**config.mk**
```make
export PLATFORM = sky130hd
export DESIGN_NAME = ula_result_stage
export DESIGN_NICKNAME = d
export VERILOG_FILES = /design/src/rtl/ula_result_stage.sv
export SDC_FILE = /design/constraint.sdc
export NUM_CORES = 1
export LEC_CHECK = 0
export ABC_CLOCK_PERIOD_IN_PS = 2000
export BUFFER_PORTS_ARGS = -buffer_cell sky130_fd_sc_hd__buf_4
export CAP_MARGIN = 40
export CORE_AREA = 2 2 102 104
export DETAILED_ROUTE_END_ITERATION = 10
export DIE_AREA = 0 0 104 106
export PLACE_DENSITY = 0.79
export RECOVER_POWER = 100
export REMOVE_ABC_BUFFERS = 1
export SLEW_MARGIN = 20
export SYNTH_ARGS = -nofsm -noshare
export SYNTH_HDL_FRONTEND = slang
export SYNTH_SLANG_ARGS = --single-unit
```
**constraint.sdc**
```tcl
create_clock -name clock -period 2 [get_ports clock]
set_input_delay 0.3 -clock clock [delete_from_list [all_inputs] [get_ports clock]]
set_output_delay 0.3 -clock clock [all_outputs]
set_load 0.03 [all_outputs]
```
**src/rtl/ula_result_stage.sv**
```systemverilog
// ALU result stage: 2-entry skid buffer toward writeback, condition-code register, branch resolve.
// Optional retire counter enabled by defining ULA_RESULT_STAGE_RETIRE_CNT_EN.
module ula_result_stage #(
    parameter int unsigned RD_W = 5,
    parameter int unsigned PC_W = 32
) (
    input  logic            clock,
    input  logic            reset,
    input  logic            in_valid,
    output logic            in_ready,
    input  logic [4:0]      in_opcode,
    input  logic [31:0]     in_result,
    input  logic            in_zero,
    input  logic            in_neg,
    input  logic            in_carry,
    input  logic            in_overflow,
    input  logic [RD_W-1:0] in_rd,
    input  logic            in_wen,
    input  logic [PC_W-1:0] in_target,
    output logic            out_valid,
    input  logic            out_ready,
    output logic [31:0]     out_result,
    output logic [RD_W-1:0] out_rd,
    output logic            out_wen,
    output logic [3:0]      flags_q,
    output logic            branch_taken,
    output logic [PC_W-1:0] branch_target
`ifdef ULA_RESULT_STAGE_RETIRE_CNT_EN
    , output logic [31:0]   retire_count
`endif
);

    localparam logic [4:0] OpBeq  = 5'b00010;
    localparam logic [4:0] OpBne  = 5'b00111;
    localparam logic [4:0] OpJump = 5'b01010;

    typedef struct packed {
        logic [31:0]     result;
        logic [RD_W-1:0] rd;
        logic            wen;
    } entry_t;

    entry_t          in_entry;
    entry_t          out_q, out_d;
    entry_t          skid_q, skid_d;
    logic            out_valid_q, out_valid_d;
    logic            skid_valid_q, skid_valid_d;
    logic            accept, pop;
    logic            is_branch, taken, flag_upd;
    logic [3:0]      flags_d;
    logic            branch_taken_q;
    logic [PC_W-1:0] branch_target_q;

    assign in_ready  = ~skid_valid_q;
    assign accept    = in_valid & in_ready;
    assign pop       = out_valid_q & out_ready;
    assign is_branch = (in_opcode == OpBeq) | (in_opcode == OpBne) | (in_opcode == OpJump);
    // The ALU raises zero when the compare condition holds, for both beq and bne.
    assign taken     = accept & ((in_opcode == OpJump) |
                                 (((in_opcode == OpBeq) | (in_opcode == OpBne)) & in_zero));

    always_comb begin
        in_entry.result = in_result;
        in_entry.rd     = in_rd;
        in_entry.wen    = in_wen & ~is_branch;
    end

    always_comb begin
        flag_upd = 1'b0;
        case (in_opcode)
            5'b00000, 5'b00001, 5'b00011, 5'b00101, 5'b00110, 5'b01000,
            5'b10000, 5'b10011, 5'b10101, 5'b10110, 5'b10111,
            5'b11000, 5'b11001, 5'b11010, 5'b11011,
            5'b11100, 5'b11101, 5'b11110, 5'b11111: flag_upd = 1'b1;
            default:                                flag_upd = 1'b0;
        endcase
    end

    assign flags_d = (accept && flag_upd) ? {in_neg, in_zero, in_carry, in_overflow} : flags_q;

    always_comb begin
        out_d        = out_q;
        skid_d       = skid_q;
        out_valid_d  = out_valid_q;
        skid_valid_d = skid_valid_q;
        if (pop) begin
            if (skid_valid_q) begin
                out_d = skid_q;
                if (accept) begin
                    skid_d = in_entry;
                end else begin
                    skid_valid_d = 1'b0;
                end
            end else if (accept) begin
                out_d = in_entry;
            end else begin
                out_valid_d = 1'b0;
            end
        end else if (accept) begin
            if (!out_valid_q) begin
                out_d       = in_entry;
                out_valid_d = 1'b1;
            end else begin
                skid_d       = in_entry;
                skid_valid_d = 1'b1;
            end
        end
    end

    always_ff @(posedge clock or negedge reset) begin
        if (!reset) begin
            out_q           <= '0;
            skid_q          <= '0;
            out_valid_q     <= 1'b0;
            skid_valid_q    <= 1'b0;
            flags_q         <= 4'b0000;
            branch_taken_q  <= 1'b0;
            branch_target_q <= '0;
        end else begin
            out_q           <= out_d;
            skid_q          <= skid_d;
            out_valid_q     <= out_valid_d;
            skid_valid_q    <= skid_valid_d;
            flags_q         <= flags_d;
            branch_taken_q  <= taken;
            if (taken) begin
                branch_target_q <= in_target;
            end
        end
    end

    assign out_valid     = out_valid_q;
    assign out_result    = out_q.result;
    assign out_rd        = out_q.rd;
    assign out_wen       = out_q.wen;
    assign branch_taken  = branch_taken_q;
    assign branch_target = branch_target_q;

`ifdef ULA_RESULT_STAGE_RETIRE_CNT_EN
    logic [31:0] retire_count_q;

    always_ff @(posedge clock or negedge reset) begin
        if (!reset) begin
            retire_count_q <= 32'd0;
        end else if (pop) begin
            retire_count_q <= retire_count_q + 32'd1;
        end
    end

    assign retire_count = retire_count_q;
`endif

endmodule
```
### After elaboration in Yosys (flattened, before gate mapping)

Memory sizes are Yosys's and may differ from the RTL's.
Index checks and enable logic that the tools add are counted.

| storage, ports and cells | value |
|---|---|
| flip-flop bits (word level) | 115 |
| ROM bits | 32 |
| input bits | 83 |
| output and inout port bits | 77 |
| logic and storage cells | 55 |
| memories kept | 1 |

| operators by class | value |
|---|---|
| eq/ne operators | 7 |
| multiplexer cells | 18 |
| bitwise operators | 10 |
| reduce and logical (&&, ||, !) cells | 8 |

Memories:

| name | depth | bits a word | read ports | clocked after memory_dff | write ports | line | RTL |
|---|---|---|---|---|---|---|---|
| (name not given) | 32 | 1 | 1 | 0 | 0 | 70 | `case (in_opcode)` |

Operators with widths:

| operator | count |
|---|---|
| $mux 38 | 9 |
| $mux 1 | 9 |
| $reduce_and 3->1 | 3 |
| $ne 2x2->1 const B | 3 |
| $reduce_bool 2->1 | 3 |
| $and 1x1->1 | 5 |
| $eq 5x2->1 const B | 1 |
| $eq 5x3->1 const B | 1 |
| $eq 5x4->1 const B | 1 |
| $or 1x1->1 | 3 |
| $ne 2x1->1 const B | 1 |
| $not 1->1 | 2 |
| $reduce_and 2->1 | 1 |
| $logic_and 1x1->1 | 1 |

### Logic depth before layout (Yosys ltp)

| logic depth | value |
|---|---|
| depth after elaboration | 8 |
| gate-level depth with buffers | 7 |
| mapped depth without buffers | 6 |

### Worst setup path before layout

Ideal clock, no wire load.

| timing | value |
|---|---|
| kind | reg2reg |
| start point | register out_valid_q (netlist: out_valid) |
| end point | register skid_q[17] in the netlist's numbering |
| library setup time | 125 ps |
| arrival time | 1433 ps |
| required time | 1875 ps |
| path slack | 442 ps |
| stages on the path, launching flop included | 5 |
| buffers on the path | 2 |
| period minus slack after synthesis | 1558 ps |
| cells stage by stage | dfrtp_1 > and3_4 > buf_6 > buf_6 > mux2_4 |

| between the ends | value |
|---|---|
| word-level cells in the longest chain between the ends | 3 |
| elaborated cells between the ends (all ways) | 5 |
| those cells by class | eq/ne (1); mux (1); bitwise (1); reduce/logical (2) |

RTL lines:

| item | line | RTL |
|---|---|---|
| from (decl) | 46 | `logic out_valid_q, out_valid_d;` |
| from (signal assigned) | 122 | `out_valid_q <= out_valid_d;` |
| $and 1x1->1 | 56 | `assign pop = out_valid_q & out_ready;` |
| $ne 2x2->1 (no line) or $reduce_bool 2->1 (tied branches) | -- |  |
| $reduce_and 3->1 (no line) | -- |  |
| to (signal assigned) | 121 | `skid_q <= skid_d;` |
| to (decl) | 45 | `entry_t skid_q, skid_d;` |

Several ways; a longest one is shown, not always the timed one.
A chain may end at the register's enable or synchronous reset.

### Final worst setup path

| timing | value |
|---|---|
| start point | register skid_valid_q |
| end point | register skid_q[31] in the netlist's numbering |

| between the ends | value |
|---|---|
| word-level cells in the longest chain between the ends | 3 |
| elaborated cells between the ends (all ways) | 4 |
| those cells by class | eq/ne (1); bitwise (2); reduce/logical (1) |

RTL lines:

| item | line | RTL |
|---|---|---|
| from (decl) | 47 | `logic skid_valid_q, skid_valid_d;` |
| from (signal assigned) | 123 | `skid_valid_q <= skid_valid_d;` |
| $not 1->1 | 54 | `assign in_ready = ~skid_valid_q;` |
| $and 1x1->1 | 55 | `assign accept = in_valid & in_ready;` |
| $reduce_and 3->1 (no line) * | -- |  |

Every way passes the cells marked *; elsewhere a longest branch is shown, timed or not.

==> metrics.txt <==
status completed; maximum VDD drop between 0.7 and 0.8 mV; Placed Cells 646; DRC viols 0; share of cells above drive strength 1 28.8%; synthesized area 4940 um^2; post-synthesis register bit count 115; Final ANT Viol Nets 0; Vias around 3600; mean number of vias per cell between 5 and 6; fin crit period roughly 1.8 ns; Hold Fails Final Rpt 0; Slew @ Worst Pin roughly 1 ns; number of hold buffers added after CTS 38; max cap viols 0; I/O pins 160; Fmax 0.568 GHz; CP Launch Type flip-flop; Max FO, Critical Path 17; first-pass GRT wire length about 20000 um; number of synthesis warnings 0; Final Max Tran Viols 0; worst skew pair latency about 0.52 ns; final worst-path cycle share 88.1%; CP Capture Type flip-flop; number of fill cells in the layout between 800 and 900; initial antenna violation count 0; GPL Wtd Cong ~0.78; DIE AREA roughly 11000 um^2; Hold WS 0.0131 ns; Post-CTS Resized 0; most frequent cells in the layout dfrtp_1, buf_4, clkbuf_1, nor2_1, a21oi_1; number of global-route vias before repair slightly above 4000; Layout Skew approximately 0.006 ns; non-filler cells, final roughly 720; clk root buf clkbuf_8; Chip Width 104 um; row count 37; Setup Fix Bufs, Post-CTS 0; Max-slew headroom roughly a third; Pre-Repair DR Iteration Count 4; core area roughly 10000 um^2; Clock Path Buffers 2; Arrival @ worst endpoint around 2.2 ns; DP HPWL roughly 7400 um; CTS buffer count 17; DRT iter0 DRCs ~140; port bufs around 160; # setup viols final 0; Synth Instances 361; clk slew on worst S/H paths 0.06 ns; CTS HTree Levels 4; Hold Crit Class in -> reg; CTS tree done; RSZ-0062 raised after global routing false; nets@finish approximately 650; Pleak roughly 3.3 nW; total grt overflow 0; syn_area_per_cell 13.7 um^2; TritonCTS Sinks 115; total power around 0.012 W; ANT cells 0; sequential fraction of the synthesis area just under 60%; DIE HEIGHT approximately 110 um; CP Class reg -> reg; largest net degree at the start of global routing between 40 and 50; most common cell after layout, fill and taps aside dfrtp_1; Initial Util between 40% and 50%; routed wire length roughly 12000 um; Pwr Density about 1700 nW/um^2; Tot GR Track Use 23.7%; setup TNS 0 ns; Area Overhead vs Synth 39.1%; Distinct cells, synth 29; Worst EP required roughly 2.4 ns; routed len/inst 16.9 um
-- critical path: stages, from the launching register on --
cell	delay, ns
dfrtp_1	0.44
nor2b_1	0.31
and3_4	0.26
buf_4	0.25
mux2_2	0.38
-- synthesized netlist by cell type, drive strengths merged --
cell type  count  share of area [%]
buf           16                2.4
a21o           1               0.15
o211ai         2               0.40
and3           1               0.23
o2111ai        1               0.18
mux2          73                 19
nand3          3               0.30
nor2b          2               0.30
a31oi          1               0.13
clkbuf         3               0.23
o21ai          3               0.30
nand3b         1               0.15
mux2i         38                7.7
a22oi          1               0.25
nand2b         3               0.38
nand2          4               0.35
ha             4                1.0
dfrtp        115                 58
nor2          41                3.1
a21oi         40                4.0
nand4b         1               0.18
inv            7               0.53
-- worst paths after layout --
| check | slack [ns] | start | end | depth (start not counted) |
|---|---|---|---|---|
| setup / recovery | 0.24 | skid_valid_q | skid_q[31] | 4 |
| hold / removal | 0.01 | in_result[16] | skid_q[22] | 2 |
| setup reg to reg | 0.24 | skid_valid_q | skid_q[31] | 4 |
| hold reg to reg | 0.49 | skid_q[21] | skid_q[21] | 1 |
| max in group asynchronous | 0.76 | reset | skid_q[12] | 3 |
| min in group asynchronous | 0.49 | reset | skid_q[22] | 2 |
-- kinds of logic (layout without fill, tap and decap cells) --
group | Yosys count | after routing | synth area share [%]
multiplexers | 111 | 111 | 27.1
AND/OR/NAND/NOR | 56 | 56 | 5.01
adder cells (fa/ha/maj) | 4 | 4 | 1.01
flip-flops | 115 | 115 | 58.2
AO/OA/AOI/OAI | 49 | 49 | 5.47
buffers and inverters | 26 | 245 | 3.16
-- stage by stage --
| stage | setup slack, ns | util [%] | instance area [um^2] |
|---|---|---|---|
| 6_report | 0.238 | 68.8 | 6880 |
| 5_1_grt | 0.152 | 68.8 | 6880 |
| 4_1_cts | 0.327 | 73.0 | 7300 |
| 3_5_place_dp | 0.248 | 63.0 | 6300 |
| 3_3_place_gp | 0.343 | 63.0 | 6300 |
| 2_1_floorplan | -0.799 | - | 4810 |
-- metal layers --
| layer | track usage (%) | up-vias | share of wire [%] |
|---|---|---|---|
| li1 | - | 1680 | - |
| met1 | 27.9 | 1792 | 40 |
| met2 | 39.8 | 148 | 51 |
| met3 | 8.09 | 28 | 7.1 |
| met4 | 9.94 | 0 | 2.0 |
| met5 | 0 | - | 0 |
-- sequential cells by signal, indices dropped and copies added (netlist names) --
signal,count
out_valid,1
out_result,32
branch_taken,1
skid_q,38
flags_q,4
skid_valid_q,1
branch_target,32
out_wen,1
out_rd,5
-- where the power goes --
| part | internal, W | leakage (nW) | switching [W] | total [W] |
|---|---|---|---|---|
| clock | 0.00203 | 0.291 | 0.00111 | 0.00314 |
| combinational | 0.00144 | 1.63 | 0.00286 | 0.00430 |
| sequential | 0.00346 | 1.36 | 0.000669 | 0.00413 |
| total | 0.00693 | 3.28 | 0.00464 | 0.0116 |
-- final cells by class --
cell class	instances	area [um^2]	share of cell area, %
Clock buffer	17	414	6.02
Clock inverter	15	208	3.02
Inverter	7	26.3	0.382
Multi-Input combinational cell	220	1780	25.9
Sequential cell	115	2880	41.8
Tap cell	136	170	2.47
Timing Repair Buffer	206	1400	20.3
Power figures use the tool's default switching activity.
